==> config.mk <==
export PLATFORM = sky130hd
export DESIGN_NAME = top_level_pixel_filters_flat
export DESIGN_NICKNAME = d
export VERILOG_FILES = /design/src/rtl/top_level_pixel_filters_if.sv /design/src/rtl/top_level_pixel_filters.sv /design/src/flat_wrapper.sv
export SDC_FILE = /design/constraint.sdc
export NUM_CORES = 1
export LEC_CHECK = 0
export CORE_ASPECT_RATIO = 1.4
export CORE_MARGIN = 2
export CORE_UTILIZATION = 40
export DETAILED_ROUTE_END_ITERATION = 12
export SYNTH_ARGS = -nofsm -noshare
export SYNTH_HDL_FRONTEND = slang
export SYNTH_SLANG_ARGS = --single-unit
==> constraint.sdc <==
create_clock -name clk -period 11.38 [get_ports clk]
set_clock_uncertainty 0.05 [all_clocks]
set_input_delay 3.414 -clock clk [delete_from_list [all_inputs] [get_ports clk]]
set_output_delay 3.414 -clock clk [all_outputs]
set_load 0.01 [all_outputs]
==> src/rtl/top_level_pixel_filters_if.sv <==
// Pixel stream and control bundle for top_level_pixel_filters.
// The filter takes the slave modport; the pixel source/sink side takes master.
interface top_level_pixel_filters_if;
  logic [7:0] pix_in;
  logic       valid_in;
  logic       module_ready;
  logic       filter_enable;
  logic       filter_mode;
  logic [7:0] BPM_estimate;
  logic [7:0] pix_out;
  logic       valid_out;
  logic       output_ready;
  logic [7:0] brightness;

  modport master (
    output pix_in, valid_in, filter_enable, filter_mode, BPM_estimate, output_ready,
    input  module_ready, pix_out, valid_out, brightness
  );

  modport slave (
    input  pix_in, valid_in, filter_enable, filter_mode, BPM_estimate, output_ready,
    output module_ready, pix_out, valid_out, brightness
  );
endinterface

==> src/rtl/top_level_pixel_filters.sv <==
// BPM-driven brightness filter on an 8-bit greyscale stream (threshold or additive blend).
// Optional macro BRIGHTNESS_SMOOTH_EN: brightness follows its target through an IIR.
module top_level_pixel_filters #(
  parameter int BPM_MIN      = 40,
  parameter int BPM_MAX      = 200,
  parameter int SMOOTH_SHIFT = 2
) (
  input logic                          clk,
  input logic                          reset,
  top_level_pixel_filters_if.slave     bus
);
  localparam logic [15:0] BPM_SPAN = 16'(BPM_MAX - BPM_MIN);

  // Reject shift values that would make the IIR step meaningless.
  generate
    if (SMOOTH_SHIFT < 1 || SMOOTH_SHIFT > 9) begin : g_bad_smooth_shift
      $error("SMOOTH_SHIFT must be in 1..9");
    end
  endgenerate

  logic [7:0]  pix_out_reg, pix_out_next;
  logic        valid_out_reg, valid_out_next;
  logic [7:0]  brightness_reg, brightness_next;
  logic [7:0]  target;
  logic [15:0] bpm_offset;
  logic [15:0] bpm_scaled;
  logic [8:0]  blend_sum;
  logic [7:0]  filtered;
  logic        ready;
  logic        accept;

  always_comb begin
    bpm_offset = 16'(bus.BPM_estimate) - 16'(BPM_MIN);
    bpm_scaled = bpm_offset * 16'd255;
    if (int'(bus.BPM_estimate) <= BPM_MIN) begin
      target = 8'd0;
    end else if (int'(bus.BPM_estimate) >= BPM_MAX) begin
      target = 8'd255;
    end else begin
      target = 8'(bpm_scaled / BPM_SPAN);
    end
  end

`ifdef BRIGHTNESS_SMOOTH_EN
  logic signed [9:0] smooth_diff;
  logic signed [9:0] smooth_step;
  logic signed [9:0] smooth_sum;

  always_comb begin
    smooth_diff = $signed({2'b00, target}) - $signed({2'b00, brightness_reg});
    smooth_step = smooth_diff >>> SMOOTH_SHIFT;
    // A zero step near the target would stall short of it; nudge by one.
    if (smooth_step == 10'sd0 && smooth_diff != 10'sd0) begin
      smooth_step = smooth_diff[9] ? -10'sd1 : 10'sd1;
    end
    smooth_sum = $signed({2'b00, brightness_reg}) + smooth_step;
    if (smooth_sum < 10'sd0) begin
      brightness_next = 8'd0;
    end else if (smooth_sum > 10'sd255) begin
      brightness_next = 8'd255;
    end else begin
      brightness_next = smooth_sum[7:0];
    end
  end
`else
  always_comb begin
    brightness_next = target;
  end
`endif

  always_comb begin
    blend_sum = {1'b0, bus.pix_in} + {1'b0, brightness_reg};
    if (!bus.filter_enable) begin
      filtered = bus.pix_in;
    end else if (!bus.filter_mode) begin
      filtered = (bus.pix_in >= brightness_reg) ? bus.pix_in : 8'd0;
    end else begin
      filtered = 8'(blend_sum >> 1);
    end
  end

  assign ready  = reset && (!valid_out_reg || bus.output_ready);
  assign accept = bus.valid_in && ready;

  always_comb begin
    pix_out_next   = pix_out_reg;
    valid_out_next = valid_out_reg;
    if (accept) begin
      pix_out_next   = filtered;
      valid_out_next = 1'b1;
    end else if (bus.output_ready) begin
      valid_out_next = 1'b0;
    end
  end

  always_ff @(posedge clk) begin
    if (!reset) begin
      pix_out_reg    <= 8'd0;
      valid_out_reg  <= 1'b0;
      brightness_reg <= 8'd0;
    end else begin
      pix_out_reg    <= pix_out_next;
      valid_out_reg  <= valid_out_next;
      brightness_reg <= brightness_next;
    end
  end

  assign bus.module_ready = ready;
  assign bus.pix_out      = pix_out_reg;
  assign bus.valid_out    = valid_out_reg;
  assign bus.brightness   = brightness_reg;
endmodule

==> src/flat_wrapper.sv <==
// flat-port wrapper written by rule: the top's interface ports become plain ports
module top_level_pixel_filters_flat 
#(
  parameter int BPM_MIN      = 40,
  parameter int BPM_MAX      = 200,
  parameter int SMOOTH_SHIFT = 2
)
  (clk, reset, bus_pix_in, bus_valid_in, bus_filter_enable, bus_filter_mode, bus_BPM_estimate, bus_output_ready, bus_module_ready, bus_pix_out, bus_valid_out, bus_brightness);
  top_level_pixel_filters_if bus_i ();
  input logic clk;
  input logic reset;
  input wire logic [$bits(bus_i.pix_in)-1:0] bus_pix_in;
  input wire logic [$bits(bus_i.valid_in)-1:0] bus_valid_in;
  input wire logic [$bits(bus_i.filter_enable)-1:0] bus_filter_enable;
  input wire logic [$bits(bus_i.filter_mode)-1:0] bus_filter_mode;
  input wire logic [$bits(bus_i.BPM_estimate)-1:0] bus_BPM_estimate;
  input wire logic [$bits(bus_i.output_ready)-1:0] bus_output_ready;
  output wire logic [$bits(bus_i.module_ready)-1:0] bus_module_ready;
  output wire logic [$bits(bus_i.pix_out)-1:0] bus_pix_out;
  output wire logic [$bits(bus_i.valid_out)-1:0] bus_valid_out;
  output wire logic [$bits(bus_i.brightness)-1:0] bus_brightness;
  assign bus_i.pix_in = bus_pix_in;
  assign bus_i.valid_in = bus_valid_in;
  assign bus_i.filter_enable = bus_filter_enable;
  assign bus_i.filter_mode = bus_filter_mode;
  assign bus_i.BPM_estimate = bus_BPM_estimate;
  assign bus_i.output_ready = bus_output_ready;
  assign bus_module_ready = bus_i.module_ready;
  assign bus_pix_out = bus_i.pix_out;
  assign bus_valid_out = bus_i.valid_out;
  assign bus_brightness = bus_i.brightness;
  top_level_pixel_filters #(.BPM_MIN(BPM_MIN), .BPM_MAX(BPM_MAX), .SMOOTH_SHIFT(SMOOTH_SHIFT)) u_core (.clk(clk), .reset(reset), .bus(bus_i));
endmodule
After elaboration in Yosys (flattened, before gate mapping)
Cells that the tools add are included.

Add/sub/neg operators: 2. Multiply operators: 1. Divide/modulo/power cells: 1. Magnitude comparators: 3. Muxes and demuxes: 6. Bitwise operators: 1. Reductions and logical operators: 6.

Operators with widths (number): two-way mux 8 bit (4); divider 16 x 8 -> 16 bit, second input constant (1); multiplier 16 x 8 -> 16 bit, second input constant (1); adder 8 x 8 -> 9 bit (1); subtractor 8 x 6 -> 9 bit, second input constant (1); >= comparator 8 bit (1); >= comparator 8 bit, second input constant (1); <= comparator 8 x 6 -> 1 bit, second input constant (1); logical AND 1 bit (2); two-way mux 1 bit (2); nonzero test 2 bit (1); OR reduction 2 bit (1); zero test 1 bit (1); logical OR 1 bit (1); NOT 1 bit (1).

Register bits after elaboration: 17. Input bits: 22. Output and inout port bits: 18. Logic and storage cells: 23.

Logic depth before layout (Yosys ltp)
Gate-level depths: netlist of run 1.

Depth in word-level cells: 5. Gate-level depth with buffers: 34. Gate-level depth less buffers: 29.

Least setup slack after synthesis of run 1
Ideal clock, no wire load.

Path type: input-to-reg. From: input port bus_BPM_estimate[4]. To: register u_core.brightness_reg[0], in the netlist u_core.bus.brightness[0]. Arrival: 10228 ps. Slack: 1028 ps. Stages: 30. Buffers on the path: 4. Cell sequence: buf_4 inv_1 ha_1 xnor2_1 ha_1 xnor2_1 inv_1 fa_1 fa_1 inv_1 fa_1 inv_1 ha_1 buf_2 a2111oi_2 nand2_1 a311o_1 o211ai_1 xnor2_2 xor2_4 buf_6 o2111ai_1 o21a_2 o32a_1 buf_6 a2111o_1 o211ai_2 inv_2 a311o_1 a31oi_1.

Longest elaborated chain between the ends: 4. Elaborated cells on any way between the ends: 7. Classes of those cells: 1 x add/sub; 1 x mul; 1 x div; 2 x order compare; 1 x mux; 1 x reduce/logical.

RTL lines: start, declared (RTL line flat_wrapper.sv:16) `input wire logic [$bits(bus_i.BPM_estimate)-1:0] bus_BPM_estimate;`; subtractor 8 x 6 -> 9 bit (RTL line top_level_pixel_filters.sv:33) `bpm_offset = 16'(bus.BPM_estimate) - 16'(BPM_MIN);`; multiplier 16 x 8 -> 16 bit (RTL line top_level_pixel_filters.sv:34) `bpm_scaled = bpm_offset * 16'd255;`; divider 16 x 8 -> 16 bit (RTL line top_level_pixel_filters.sv:40) `target = 8'(bpm_scaled / BPM_SPAN);`; two-way mux 8 bit (RTL line top_level_pixel_filters.sv:37) `end else if (int'(bus.BPM_estimate) >= BPM_MAX) begin`; end signal, assigned (RTL line top_level_pixel_filters.sv:104) `brightness_reg <= brightness_next;`; end, declared (RTL line top_level_pixel_filters.sv:23) `logic [7:0] brightness_reg, brightness_next;`.

Several ways; a longest one is shown, not always the timed one. A chain may end at the register's enable or synchronous reset.

Final worst setup path of run 1
From: input port bus_BPM_estimate[3]. To: register u_core.brightness_reg[0], in the netlist u_core.bus.brightness[0].

The elaborated chain is that of the path after synthesis.

==> results of run 1 <==
[worst max-delay path: stages]
cell	delay, ps
clkdlybuf4s50_1	420
inv_1	120
ha_1	310
nor2b_4	70
or3_1	380
nand2_1	140
xnor2_1	160
ha_1	330
fa_1	530
fa_1	540
inv_1	50
fa_1	490
inv_1	40
ha_1	420
nor2_1	90
o21ai_0	250
a311o_1	220
o211ai_1	130
xnor2_2	340
xor2_4	400
mux2i_1	290
o211a_1	330
o32a_1	380
nor2_1	100
o21bai_1	190
a311oi_1	390
o211a_1	210
a31oi_1	60
[routing by layer]
layer / vias up / global-route usage / wire [µm]
met5: - / 0 / 0
met4: 0 / 0.0750 / 459
met3: 34 / 0.00745 / 319
met2: 116 / 0.424 / 6760
met1: 2072 / 0.197 / 4340
li1: 2185 / - / -
[cell usage in the layout, fill, tap and decap left out, types with 6 or more instances in the layout]
| cell type | count |
|---|---|
| a21oi_1 | 35 |
| nor3_1 | 12 |
| a211o_1 | 6 |
| nand4_1 | 6 |
| buf_4 | 17 |
| dfxtp_1 | 17 |
| xor2_1 | 12 |
| fa_1 | 28 |
| nand2_1 | 46 |
| a31oi_1 | 6 |
| nand2b_1 | 6 |
| mux2i_1 | 9 |
| ha_1 | 49 |
| a21o_1 | 11 |
| o211a_1 | 13 |
| nand3_1 | 14 |
| clkdlybuf4s50_1 | 39 |
| o21ai_0 | 25 |
| inv_1 | 89 |
| nor2_1 | 48 |
| xnor2_1 | 22 |
| and2_1 | 8 |
| o211ai_1 | 18 |
[layout make-up]
cell class              instances  area share
well taps                     144      0.0344
flip-flops and latches         17      0.0650
multi-input cells             469       0.721
repair buffers                 56      0.0989
inverters                      91      0.0652
clock inverters                 1    0.000956
clock buffers                   3      0.0143
[worst paths after layout]
| kind | cells after the start | slack, ps | endpoint | from |
|---|---|---|---|---|
| max | 28 | 670 | u_core.bus.brightness[0] | bus_BPM_estimate[3] |
| min | 1 | 450 | u_core.bus.pix_out[1] | u_core.bus.pix_out[1] |
| max reg2reg | 15 | 8680 | u_core.bus.pix_out[3] | u_core.bus.brightness[1] |
| min reg2reg | 1 | 450 | u_core.bus.pix_out[1] | u_core.bus.pix_out[1] |
[stage by stage]
stage	cells	utilization	hold WS, ps	worst slack (ps)	area [µm²]
after floorplan	605	-	482	1030	4600
after global placement	777	0.457	428	504	5150
after detailed placement	777	0.457	440	381	5150
after CTS	781	0.464	453	649	5230
after global routing	781	0.464	463	20.0	5240
final	781	0.464	448	671	5240
[kinds of logic after synthesis]
| group | Yosys count | share of synthesized area |
|---|---|---|
| AOI/OAI and AO/OA | 174 | 0.277 |
| buffers and inverters | 119 | 0.106 |
| xor gates and xnor gates | 38 | 0.0828 |
| DFF | 17 | 0.0741 |
| adders and majority gates | 77 | 0.255 |
| and+or+nand+nor | 167 | 0.176 |
| muxes | 13 | 0.0289 |
[what timing repair did]
item	in CTS	in global routing
resized for setup	0	2
endpoints found under the hold margin	0	0
setup buffers	0	0
setup endpoints to repair	0	1
==> flow_metrics.tcl, run 1 <==
set metrics [dict create \
    yosys-top-cells-area "ha_1 13%, fa_1 12%, dfxtp_1 7.4%" \
    htreeDepth 1 \
    end_kind "flop" \
    synth_top_cell_area_share 0.133 \
    grt_max_degree 17 \
    pin_count 40 \
    synth_nets 704 \
    drc 0 \
    antenna_found_initial 0 \
    vias 4407 \
    synth_seq_cells 17 \
    outcome "completed" \
    die_h_um 131 \
    fin_nets 737 \
    holdBufCountCts 0 \
    relSlewSlack 0.465 \
    crit_arrival_ps 10790 \
    finalCritPeriodShare 0.941 \
    row_count 46 \
    yosysWarnings 0 \
    grt_pass1_wl_um 20300 \
    critPathLaunchType "primary input" \
    core_area_um2 11300 \
    worstSetupPathType "primary input to flop" \
    tightest_slew_ps 795 \
    cts.sinks 17 \
    root_buffer "clkbuf_16" \
    required_ps 11460 \
    clk_path_buf_depth 2 \
    track_usage 0.199 \
    fin_tns_setup_ps 0 \
    ys_seq_area_frac 0.0741 \
    drt_wl_total_um 11900 \
    clk_pin_slew_worst_paths_ps 50 \
    min_period_ps 10710 \
    ant_nets 0 \
    finalMaxSlewViolations 0 \
    synthFlopType "dfxtp_1" \
    cts_tree "yes" \
    overflow 0 \
    clk_latency_ps 250 \
    yosysTopAreaCell "ha_1" \
    multiInputGateArea_um2 3780 \
    synth.most_common_cell "inv_1" \
    hp-class "flop to flop" \
    cp_max_fo 14 \
    hold_viol_final 0 \
    drive_above_1_share 0.0722 \
    synthesis.area_um2 4600 \
    die_w_um 94.6 \
    cts_buffers 3 \
    fmax_mhz 93.4 \
    synth_cell_types 74 \
    n_antenna_cell 0 \
    dp_hpwl_um 10300 \
    postSynthAreaPerCell_um2 7.60 \
    regArea_um2 340 \
    firstDrtPassIters 4 \
    wl_per_cell_um 15.2 \
    nFillCells 1169 \
    initial_utilization 0.407 \
    viasPerCell 5.64 \
    area.growth.synth_to_final_pct 14.0 \
    synth_commonest_cells "89 x inv_1, 49 x ha_1, 48 x nor2_1" \
    place.gp.congestion 0.928 \
    synthArstFlopShare 0 \
    grt_pass1_vias 4522 \
    netlist_instances 605 \
    io_buffers 39 \
    setup_viol 0 \
    maxCapViolCount 0 \
    rsz0062_at_grt "no" \
    synth_edf_count 0 \
    initialDrtViolationCount 126 \
    die_area_um2 12400 \
]
Power of run 1 is left out: the tool's default activity adds up to more than one toggle a clock period on the data nets, which glitch-free logic cannot reach.
==> run 2, diff against run 1 <==
CELL_PAD_IN_SITES_DETAIL_PLACEMENT = 2   (was unset)
CELL_PAD_IN_SITES_GLOBAL_PLACEMENT = 2   (was unset)
CORE_UTILIZATION = 35   (was 40)
PLACE_DENSITY_LB_ADDON = 0.1   (was unset)
==> run 2 against run 1 <==
Compared with the run above:
- global-route usage increased by 1.8 points
- register-to-register slack got worse by 100 ps
- non-clock buffer count increased by 3
- first-iteration DRC count decreased by 25%
- flip-flop and latch count unchanged
==> flow_metrics.tcl, run 2 (same netlist as run 1, synthesis figures left out) <==
set metrics [dict create \
    overflow 0 \
    cp_slowest_stage_delay_ps 540 \
    viasPerCell 5.76 \
    cts_buffers 3 \
    ctsResizeCount 0 \
    cp_max_fo 14 \
    finalMaxSlewViolations 0 \
    reg2regPathDepth 15 \
    min_period_ps 10900 \
    grt_max_degree 17 \
    cts_tree "yes" \
    place.gp.congestion 0.856 \
    drive_above_1_share 0.0828 \
    die_w_um 101 \
    holdBufCountCts 0 \
    required_ps 11510 \
    ant_nets 0 \
    crit_arrival_ps 11040 \
    finalCritPeriodShare 0.958 \
    cp.depth 30 \
    timing.rr.end "u_core.bus.pix_out[4]" \
    path_buf_inv 6 \
    initial_utilization 0.359 \
    cts.sinks 17 \
    track_usage 0.217 \
    drc 0 \
    maxCapViolCount 0 \
    relSlewSlack 0.412 \
    crit_end "u_core.bus.brightness[0]" \
    cp_slowest_cell "fa_1" \
    rsz0062_at_grt "no" \
    clk_path_buf_depth 2 \
    path_delay_family "compound AO/OA/AOI/OAI gates" \
    antenna_found_initial 0 \
    critPathLaunchType "primary input" \
    mostFrequentLayoutCells "89 x inv_1, 49 x ha_1, 47 x nor2_1" \
    firstDrtPassIters 4 \
    hold_viol_final 0 \
    r2r_setup_slack_ps 8580 \
    drt_wl_total_um 15100 \
    initialDrtViolationCount 94 \
    worstSetupPathType "primary input to flop" \
    htreeDepth 1 \
    hp-class "flop to flop" \
    tightest_slew_ps 875 \
    dp_hpwl_um 13000 \
    clk_latency_ps 260 \
    root_buffer "clkbuf_16" \
    end_kind "flop" \
    setup_viol 0 \
    fmax_mhz 91.7 \
    mostFrequentLayoutCell "inv_1" \
    whs_ps 453 \
    fin_nets 740 \
    core_area_um2 12800 \
    grt_pass1_vias 5040 \
    n_antenna_cell 0 \
    cp-startpoint "bus_BPM_estimate[3]" \
    io_buffers 39 \
    die_area_um2 14100 \
    wl_per_cell_um 19.0 \
    vias 4571 \
    outcome "completed" \
    clk_pin_slew_worst_paths_ps 60 \
    area.growth.synth_to_final_pct 15.4 \
    nFillCells 1536 \
    pin_count 40 \
    row_count 49 \
    grt_pass1_wl_um 24600 \
    die_h_um 140 \
    post_cts_buffers 0 \
    r2r-start "u_core.bus.brightness[1]" \
]
-- run 2: changes by cell type in the layout (fill, tap and decap cells not counted), sizes merged --
cell / change
buf: +3
-- run 2: routing by layer --
layer / track usage / vias to the layer above / share of wire
met3: 0.00703 / 31 / 0.015
met1: 0.204 / 2278 / 0.35
met5: 0 / - / 0
met4: 0.0916 / 0 / 0.038
li1: - / 2180 / -
met2: 0.462 / 82 / 0.60
-- run 2: through the flow --
| step | setup TNS, ps | worst slack, ps | cell area (µm²) | util | std cells |
|---|---|---|---|---|---|
| global placement | 0 | 291 | 5180 | 0.405 | 789 |
| detailed placement | -45.9 | -45.9 | 5180 | 0.405 | 789 |
| finish | 0 | 479 | 5300 | 0.414 | 793 |
| global route | 0 | 8.65 | 5300 | 0.414 | 793 |
| CTS | 0 | 219 | 5260 | 0.411 | 793 |
| floorplan | 0 | 1030 | 4600 | - | 605 |
-- run 2: final cells by class --
cell class,instances,area (µm²),area share
sequential,17,340,0.0642
tap,153,191,0.0361
clock buffer,3,75.1,0.0142
clock inverter,1,5.00,0.000944
inverter,91,342,0.0644
multi-input combinational,469,3810,0.718
timing repair buffer,59,541,0.102
-- run 2: worst min-delay path by stage --
stage,start,cells past startpoint,endpoint
after floorplan,u_core.bus.valid_out,2,u_core.bus.valid_out
after global placement,u_core.bus.pix_out[3],1,u_core.bus.pix_out[3]
after detailed placement,u_core.bus.pix_out[0],1,u_core.bus.pix_out[0]
after CTS,u_core.bus.pix_out[0],1,u_core.bus.pix_out[0]
after global routing,u_core.bus.pix_out[1],1,u_core.bus.pix_out[1]
final,u_core.bus.pix_out[3],1,u_core.bus.pix_out[3]
Power of run 2 is left out for the same reason.
